File: config.mk
export PLATFORM = sky130hd
export DESIGN_NAME = pfvf_rtable_lookup
export DESIGN_NICKNAME = d
export VERILOG_FILES = /design/src/rtl/pfvf_rtable_lookup.sv
export SDC_FILE = /design/constraint.sdc
export NUM_CORES = 1
export LEC_CHECK = 0
export ABC_AREA = 1
export BUFFER_PORTS_ARGS = -buffer_cell sky130_fd_sc_hd__buf_2
export CAP_MARGIN = 25
export CORE_UTILIZATION = 60
export CTS_CLUSTER_SIZE = 30
export DETAILED_ROUTE_END_ITERATION = 8
export GPL_TIMING_DRIVEN = 0
export HOLD_SLACK_MARGIN = 0.05
export PLACE_DENSITY = 0.82
export SETUP_SLACK_MARGIN = 0.1
export SKIP_LAST_GASP = 1
export SLEW_MARGIN = 20
export SYNTH_ARGS = -nofsm -noshare
export SYNTH_HDL_FRONTEND = slang
export SYNTH_SLANG_ARGS = --single-unit
File: constraint.sdc
create_clock -name clk -period 3.11 [get_ports clk]
set_input_delay 0.622 -clock clk [delete_from_list [all_inputs] [get_ports clk]]
set_output_delay 0.622 -clock clk [all_outputs]
set_load 0.05 [all_outputs]
File: src/rtl/pfvf_rtable_lookup.sv
// PF/VF routing-table lookup: 2-stage match + priority encode, one lookup per cycle, whole pipe stalls on rsp backpressure.
// Optional miss statistics are enabled by defining PFVF_RTABLE_MISS_STAT_EN.
module pfvf_rtable_lookup #(
    parameter int NUM_ENTRIES = 8,
    parameter int NUM_PORT    = 4,
    parameter int TAG_WIDTH   = 8,
    parameter int DEFAULT_PID = NUM_PORT - 1,
    localparam int NID_WIDTH  = ($clog2(NUM_PORT) > 1) ? $clog2(NUM_PORT) : 1,
    localparam int IDX_W      = ($clog2(NUM_ENTRIES) > 1) ? $clog2(NUM_ENTRIES) : 1
) (
    input  logic                 clk,
    input  logic                 rst,
    input  logic                 cfg_wr_en,
    input  logic [IDX_W-1:0]     cfg_wr_idx,
    input  logic                 cfg_wr_vld,
    input  logic                 cfg_wr_pf_wild,
    input  logic                 cfg_wr_vf_wild,
    input  logic [2:0]           cfg_wr_pf,
    input  logic [10:0]          cfg_wr_vf,
    input  logic                 cfg_wr_va,
    input  logic [NID_WIDTH-1:0] cfg_wr_pid,
    input  logic                 req_valid,
    output logic                 req_ready,
    input  logic [2:0]           req_pf,
    input  logic [10:0]          req_vf,
    input  logic                 req_va,
    input  logic [TAG_WIDTH-1:0] req_tag,
    output logic                 rsp_valid,
    input  logic                 rsp_ready,
    output logic [NID_WIDTH-1:0] rsp_pid,
    output logic                 rsp_hit,
    output logic [IDX_W-1:0]     rsp_idx,
    output logic [TAG_WIDTH-1:0] rsp_tag,
    output logic [31:0]          miss_cnt,
    output logic                 miss_sticky,
    input  logic                 miss_clr
);

    logic [NUM_ENTRIES-1:0] r_vld, r_pf_wild, r_vf_wild, r_va;
    logic [2:0]             r_pf  [NUM_ENTRIES];
    logic [10:0]            r_vf  [NUM_ENTRIES];
    logic [NID_WIDTH-1:0]   r_pid [NUM_ENTRIES];

    logic                   r_s1_vld;
    logic [NUM_ENTRIES-1:0] r_s1_match;
    logic [NID_WIDTH-1:0]   r_s1_pid [NUM_ENTRIES];
    logic [TAG_WIDTH-1:0]   r_s1_tag;

    logic                   r_rsp_vld, r_rsp_hit;
    logic [NID_WIDTH-1:0]   r_rsp_pid;
    logic [IDX_W-1:0]       r_rsp_idx;
    logic [TAG_WIDTH-1:0]   r_rsp_tag;

    logic                   w_adv, w_wr_ok, w_enc_hit;
    logic [NUM_ENTRIES-1:0] w_match;
    logic [NID_WIDTH-1:0]   w_enc_pid;
    logic [IDX_W-1:0]       w_enc_idx;

    assign w_adv     = !(r_rsp_vld && !rsp_ready);
    assign req_ready = rst || w_adv;
    assign w_wr_ok   = cfg_wr_en && (int'(cfg_wr_idx) < NUM_ENTRIES);

    always_ff @(posedge clk) begin
        if (rst) begin
            r_vld     <= '0;
            r_pf_wild <= '0;
            r_vf_wild <= '0;
            r_va      <= '0;
            for (int i = 0; i < NUM_ENTRIES; i++) begin
                r_pf[i]  <= '0;
                r_vf[i]  <= '0;
                r_pid[i] <= '0;
            end
        end else if (w_wr_ok) begin
            r_vld[cfg_wr_idx]     <= cfg_wr_vld;
            r_pf_wild[cfg_wr_idx] <= cfg_wr_pf_wild;
            r_vf_wild[cfg_wr_idx] <= cfg_wr_vf_wild;
            r_va[cfg_wr_idx]      <= cfg_wr_va;
            r_pf[cfg_wr_idx]      <= cfg_wr_pf;
            r_vf[cfg_wr_idx]      <= cfg_wr_vf;
            r_pid[cfg_wr_idx]     <= cfg_wr_pid;
        end
    end

    // PF requests (va=0) ignore the VF field entirely.
    always_comb begin
        w_match = '0;
        for (int i = 0; i < NUM_ENTRIES; i++) begin
            w_match[i] = r_vld[i] && (r_va[i] == req_va)
                       && (r_pf_wild[i] || (r_pf[i] == req_pf))
                       && (r_vf_wild[i] || !req_va || (r_vf[i] == req_vf));
        end
    end

    // Pids are snapshotted with the match vector so a stalled request is immune to later writes.
    always_ff @(posedge clk) begin
        if (rst) begin
            r_s1_vld   <= 1'b0;
            r_s1_match <= '0;
            r_s1_tag   <= '0;
            for (int i = 0; i < NUM_ENTRIES; i++) r_s1_pid[i] <= '0;
        end else if (w_adv) begin
            r_s1_vld <= req_valid;
            if (req_valid) begin
                r_s1_match <= w_match;
                r_s1_tag   <= req_tag;
                for (int i = 0; i < NUM_ENTRIES; i++) r_s1_pid[i] <= r_pid[i];
            end
        end
    end

    always_comb begin
        w_enc_hit = 1'b0;
        w_enc_pid = NID_WIDTH'(DEFAULT_PID);
        w_enc_idx = '0;
        for (int i = NUM_ENTRIES - 1; i >= 0; i--) begin
            if (r_s1_match[i]) begin
                w_enc_hit = 1'b1;
                w_enc_pid = r_s1_pid[i];
                w_enc_idx = IDX_W'(i);
            end
        end
    end

    always_ff @(posedge clk) begin
        if (rst) begin
            r_rsp_vld <= 1'b0;
            r_rsp_hit <= 1'b0;
            r_rsp_pid <= '0;
            r_rsp_idx <= '0;
            r_rsp_tag <= '0;
        end else if (w_adv) begin
            r_rsp_vld <= r_s1_vld;
            if (r_s1_vld) begin
                r_rsp_hit <= w_enc_hit;
                r_rsp_pid <= w_enc_pid;
                r_rsp_idx <= w_enc_idx;
                r_rsp_tag <= r_s1_tag;
            end
        end
    end

    assign rsp_valid = r_rsp_vld;
    assign rsp_hit   = r_rsp_hit;
    assign rsp_pid   = r_rsp_pid;
    assign rsp_idx   = r_rsp_idx;
    assign rsp_tag   = r_rsp_tag;

`ifdef PFVF_RTABLE_MISS_STAT_EN
    logic [31:0] r_miss_cnt;
    logic        r_miss_sticky;

    always_ff @(posedge clk) begin
        if (rst || miss_clr) begin
            r_miss_cnt    <= '0;
            r_miss_sticky <= 1'b0;
        end else if (r_rsp_vld && rsp_ready && !r_rsp_hit) begin
            if (r_miss_cnt != 32'hFFFF_FFFF) r_miss_cnt <= r_miss_cnt + 32'd1;
            r_miss_sticky <= 1'b1;
        end
    end

    assign miss_cnt    = r_miss_cnt;
    assign miss_sticky = r_miss_sticky;
`else
    logic w_unused_miss_clr;
    assign w_unused_miss_clr = miss_clr;
    assign miss_cnt          = '0;
    assign miss_sticky       = 1'b0;
`endif

endmodule
; ---- After elaboration in Yosys (flattened, before gate mapping)
; Memory sizes are Yosys's and may differ from the RTL's.
; Cells that the tools add are included.
[word_totals]
reg_bits = 64
ramBits = 144
inputBits = 52
out_inout_bits = 49
wordCells = 166
n_memories = 4
[memory_table]
columns = name, depth, width, read_ports, rd_ports_with_merged_regs, wr, line
row1 = r_vf, 8, 11, 8, 0, 8, 41  ; logic [10:0] r_vf [NUM_ENTRIES];
row2 = r_pf, 8, 3, 8, 0, 8, 40  ; logic [2:0] r_pf [NUM_ENTRIES];
row3 = r_pid, 8, 2, 8, 0, 8, 42  ; logic [NID_WIDTH-1:0] r_pid [NUM_ENTRIES];
row4 = r_s1_pid, 8, 2, 8, 0, 8, 46  ; logic [NID_WIDTH-1:0] r_s1_pid [NUM_ENTRIES];
[classes]
order_cmp = 2
n_eq_ne = 24
muxes = 56
bitwise_logic = 9
reduce_logical = 59
[ops]
columns = cell, n
row1 = equality test 11 bit, 8
row2 = 2-to-1 mux 3 bit, 12
row3 = 2-to-1 mux 2 bit, 17
row4 = bitwise mux 8 bit, 4
row5 = logical AND 1 bit, 26
row6 = logical OR 1 bit, 25
row7 = equality test 3 bit, 8
row8 = 2-to-1 mux 1 bit, 21
row9 = 2-to-1 mux 11 bit, 1
row10 = OR reduction 11 bit, 1
row11 = equality test 1 bit, 8
row12 = OR 1 bit, 8
row13 = < comparator 3 x 4 -> 1 bit (second input constant), 1
row14 = AND reduction 2 bit, 2
row15 = demux 1 bit (select 3 bit), 1
row16 = >= comparator 3 x 1 -> 1 bit (second input constant), 1
row17 = zero test 1 bit, 3
row18 = OR reduction 3 bit, 1
row19 = OR reduction 2 bit, 1
row20 = inverter 1 bit, 1

; ---- Depth between registers and ports, before layout
; An unclocked memory read counts as a cell.
[logic_depth]
word_depth = 9
depth_mapped = 10
mapped_depth_nobuf = 9

; ---- Worst setup path after synthesis
; OpenSTA, ideal clock, no wires.
[synth_path]
path_kind = input port to output port
start = in rst
end = out req_ready
t_arrival_ns = 1.337
required_ns = 2.488
setup_slack_ns = 1.151
path_stages = 4
path_buffers = 2
cell_sequence = inv_1 -> buf_4 -> buf_2 -> nand2_1
[synth_between]
elab_chain_cells = 1
[synth_lines]
columns = element, line
row1 = from (decl), 12  ; input logic rst,
row2 = logical OR 1 bit, 60  ; assign req_ready = rst || w_adv;
row3 = to (decl), 23  ; output logic req_ready,
; Every way passes these cells.

; ---- Worst setup path after layout
; Same ends and word-level chain as after synthesis.

==> run_results.csv <==
group,metric,value,unit
logic_synthesis,synthMuxAreaShare,0,%
critical_path,crit_path_end_kind,"primary output",
power_and_ir_drop,vdd_ir_drop_max,0.519,mV
clock_tree,clk_pin_slew_worst_paths,60,ps
layout,fillers,1147,
detailed_routing,drc,0,
global_routing,grt_pass1_wl,34000,um
place,port_buffers,51,
logic_synthesis,syn_inst,1038,
layout,syn2layout_area_growth,14.7,%
logic_synthesis,synthAdderAreaFrac,0,%
logic_synthesis,syn_area,9570,um^2
clock_tree,clock_path_buffers,3,
timing,fin_setup_tns,0,ps
place,dpl_cell_area,10200,um^2
power_and_ir_drop,switching_share,24.3,%
logic_synthesis,ys_ff_latch,208,
detailed_routing,wl_per_cell,16.2,um
timing,relSlewSlack,27.9,%
timing,period_minus_slack,2150,ps
detailed_routing,dr.max_layer_used,"met4",
critical_path,crit_type,"primary input to primary output",
clock_tree,htreeDepth,1,
logic_synthesis,synth_top_family_by_area,"simple AND/OR/NAND/NOR gates",
detailed_routing,vias_per_cell,5.25,
logic_synthesis,synth_edf_count,144,
global_routing,grt_pass1_vias,6691,
detailed_routing,postRouteAntennaNets,0,
timing,slew_violations,0,
critical_path,startpoint_type,"primary input",
global_routing,grt_max_degree,26,
logic_synthesis,synth_compound_area_share,4.96,%
clock_tree,post-cts-setup-buffers,0,
global_routing,antenna_found_initial,0,
detailed_routing,wl_met3,1850,um
layout,final_nets,1198,
clock_tree,numClockSinks,208,
timing,rsz0062_at_grt,"no",
power_and_ir_drop,pwr-share-clk,40.9,%
floorplan,io_pins,101,
clock_tree,clock_latency,510,ps
floorplan,die_w,128,um
critical_path,crit_arrival,1530,ps
detailed_routing,wl_met2,10800,um
floorplan,fp.dieH,128,um
logic_synthesis,yosysUniqueCellTypes,27,
min_path,min_path_type,"primary input to flip-flop",
outcome,status,"finished, final reports clean",
place,place_inst,1332,
timing,fin_crit_sh,69.3,%
job,drv_cap,0,
detailed_routing,drt_iter0_drc,788,
layout,drive_gt1_share,13.7,%
detailed_routing,firstDrtPassIters,5,
detailed_routing,drt-total-wl,22300,um
logic_synthesis,syn_avg_cell_area,9.22,um^2
detailed_routing,wl_met1,8850,um
place,gp_congestion,0.843,
timing,hold_viol_final,0,
layout,n_antenna_cell,0,
logic_synthesis,synthSimpleGateAreaFrac,19.2,%
power_and_ir_drop,p_comb_share,10.5,%
clock_tree,numCtsBuffers,22,
timing,holdWs,313,ps
floorplan,rows,45,
floorplan,core_area,15400,um^2
critical_path,cp_data_required_time,2490,ps
global_routing,grt_use_total,27.7,%
critical_path,worstPathMaxFanout,10,
layout,layout.cells.non_filler,1373,
timing,skew,21.9,ps
floorplan,die_area,16500,um^2
clock_tree,cts_tree,"built",
place,dp_hpwl,14600,um
clock_tree,cts_resized,0,
timing,worst_pin_slew,1080,ps
logic_synthesis,synth_xor_area_share,7.87,%
power_and_ir_drop,p_per_area,597,nW/um^2
logic_synthesis,ys_seq_area_share,58.6,%
global_routing,grt_overflow_total,0,
power_and_ir_drop,p_int,4.96,mW
logic_synthesis,synthFlopType,"edfxtp_1",
timing,fmax,464,MHz
logic_synthesis,synth_warnings,0,
clock_tree,root_buffer,"clkbuf_16",
detailed_routing,via_count,7211,
layout,final_area,11000,um^2
floorplan,initial_utilization,62.2,%
timing,setup_viol,0,
power_and_ir_drop,p_sw,1.59,mW
power_and_ir_drop,pwr-share-seq,48.6,%
power_and_ir_drop,p_leak,4.79,nW
clock_tree,cts.hold.buffers_added,0,
logic_synthesis,async_flop_share,0,%
state kept, by name, indices dropped and copies added (netlist names):
register	flops
r_s1_pid	16
r_s1_vld	1
r_vf	88
r_vf_wild	8
r_s1_match	8
rsp_tag	8
r_va	8
rsp_valid	1
r_s1_tag	8
r_pid	16
rsp_idx	3
r_pf_wild	8
r_vld	8
rsp_pid	2
rsp_hit	1
r_pf	24
final timing paths:
path                                  start       endpoint  slack [ps]  cells after the start
worst max-delay path                    rst      req_ready         960                      6
worst max register to register    rsp_valid  r_s1_match[2]        1120                      6
worst min register to register  r_s1_tag[4]     rsp_tag[4]         450                      2
worst min-delay path             req_tag[0]    r_s1_tag[0]         310                      3
per-layer routing:
layer,GRT usage [%],vias to the layer above
met4,12.4,0
met5,0,-
met3,3.42,56
met1,36.4,3341
li1,-,3455
met2,46.3,359
metrics by stage:
stage / worst slack, ps / util [%] / total power [mW]
6_report: 955 / 71.4 / 6.55
5_1_grt: 902 / 71.4 / 6.72
4_1_cts: 969 / 71.3 / 6.53
3_5_place_dp: 684 / 66.4 / 3.91
3_3_place_gp: 755 / 66.4 / 3.88
2_1_floorplan: 1150 / - / 3.74
cells in the mapped netlist, types with 2 or more instances:
| cell | instances | area [um^2] |
|---|---|---|
| buf_2 | 34 | 170 |
| xnor2_1 | 78 | 683 |
| o22ai_1 | 12 | 75.1 |
| xor2_1 | 8 | 70.1 |
| clkbuf_1 | 6 | 22.5 |
| inv_1 | 113 | 424 |
| nand4_2 | 2 | 25.0 |
| nand3b_1 | 2 | 15.0 |
| a31oi_1 | 3 | 18.8 |
| nor2_1 | 192 | 721 |
| nand4_1 | 4 | 25.0 |
| o211ai_1 | 2 | 15.0 |
| edfxtp_1 | 144 | 4320 |
| dfxtp_1 | 64 | 1280 |
| nand3_1 | 44 | 220 |
| nand2_1 | 216 | 811 |
| o21ai_1 | 11 | 55.1 |
| o21ai_0 | 32 | 160 |
| a21oi_1 | 30 | 150 |
| buf_4 | 34 | 255 |
critical path, stage by stage:
cell,delay [ps]
buf_2,110
inv_1,80
buf_4,170
buf_2,230
nand2_1,100
buf_2,220
cells by family after synthesis:
kind of cell / count (synthesis)
buffers and inverters: 190
XOR/XNOR: 86
AO/OA/AOI/OAI: 90
AND/OR/NAND/NOR: 463
flip-flops: 208
other: 1
placed cells by master (no fill, tap or decap), types with 30 or more instances in the layout:
cell      instances
a21oi_1          30
nand2_1         216
edfxtp_1        144
xnor2_1          78
o21ai_0          32
conb_1           33
dfxtp_1          64
nor2_1          192
buf_2            85
buf_4            34
nand3_1          44
inv_1           113
power groups by stage:
stage | Sequential (mW) | Clock, mW | Combinational [mW]
final | 3.18 | 2.68 | 0.690
after global placement | 3.23 | 0 | 0.654
after CTS | 3.18 | 2.66 | 0.682
after floorplan | 3.27 | 0 | 0.475
after global routing | 3.19 | 2.78 | 0.751
after detailed placement | 3.24 | 0 | 0.672
final cells by class:
cell class                 instances  area, um^2  area share (%)
multi-input combinational        672        3190            29.1
clock buffer                      34         699            6.37
inverter                         114         428            3.90
clock inverter                     6        53.8           0.490
timing repair buffer              52         270            2.46
tap                              211         264            2.41
buffer                            76         463            4.22
sequential                       208        5610            51.1
No activity file was read; power rests on OpenSTA's default activity.
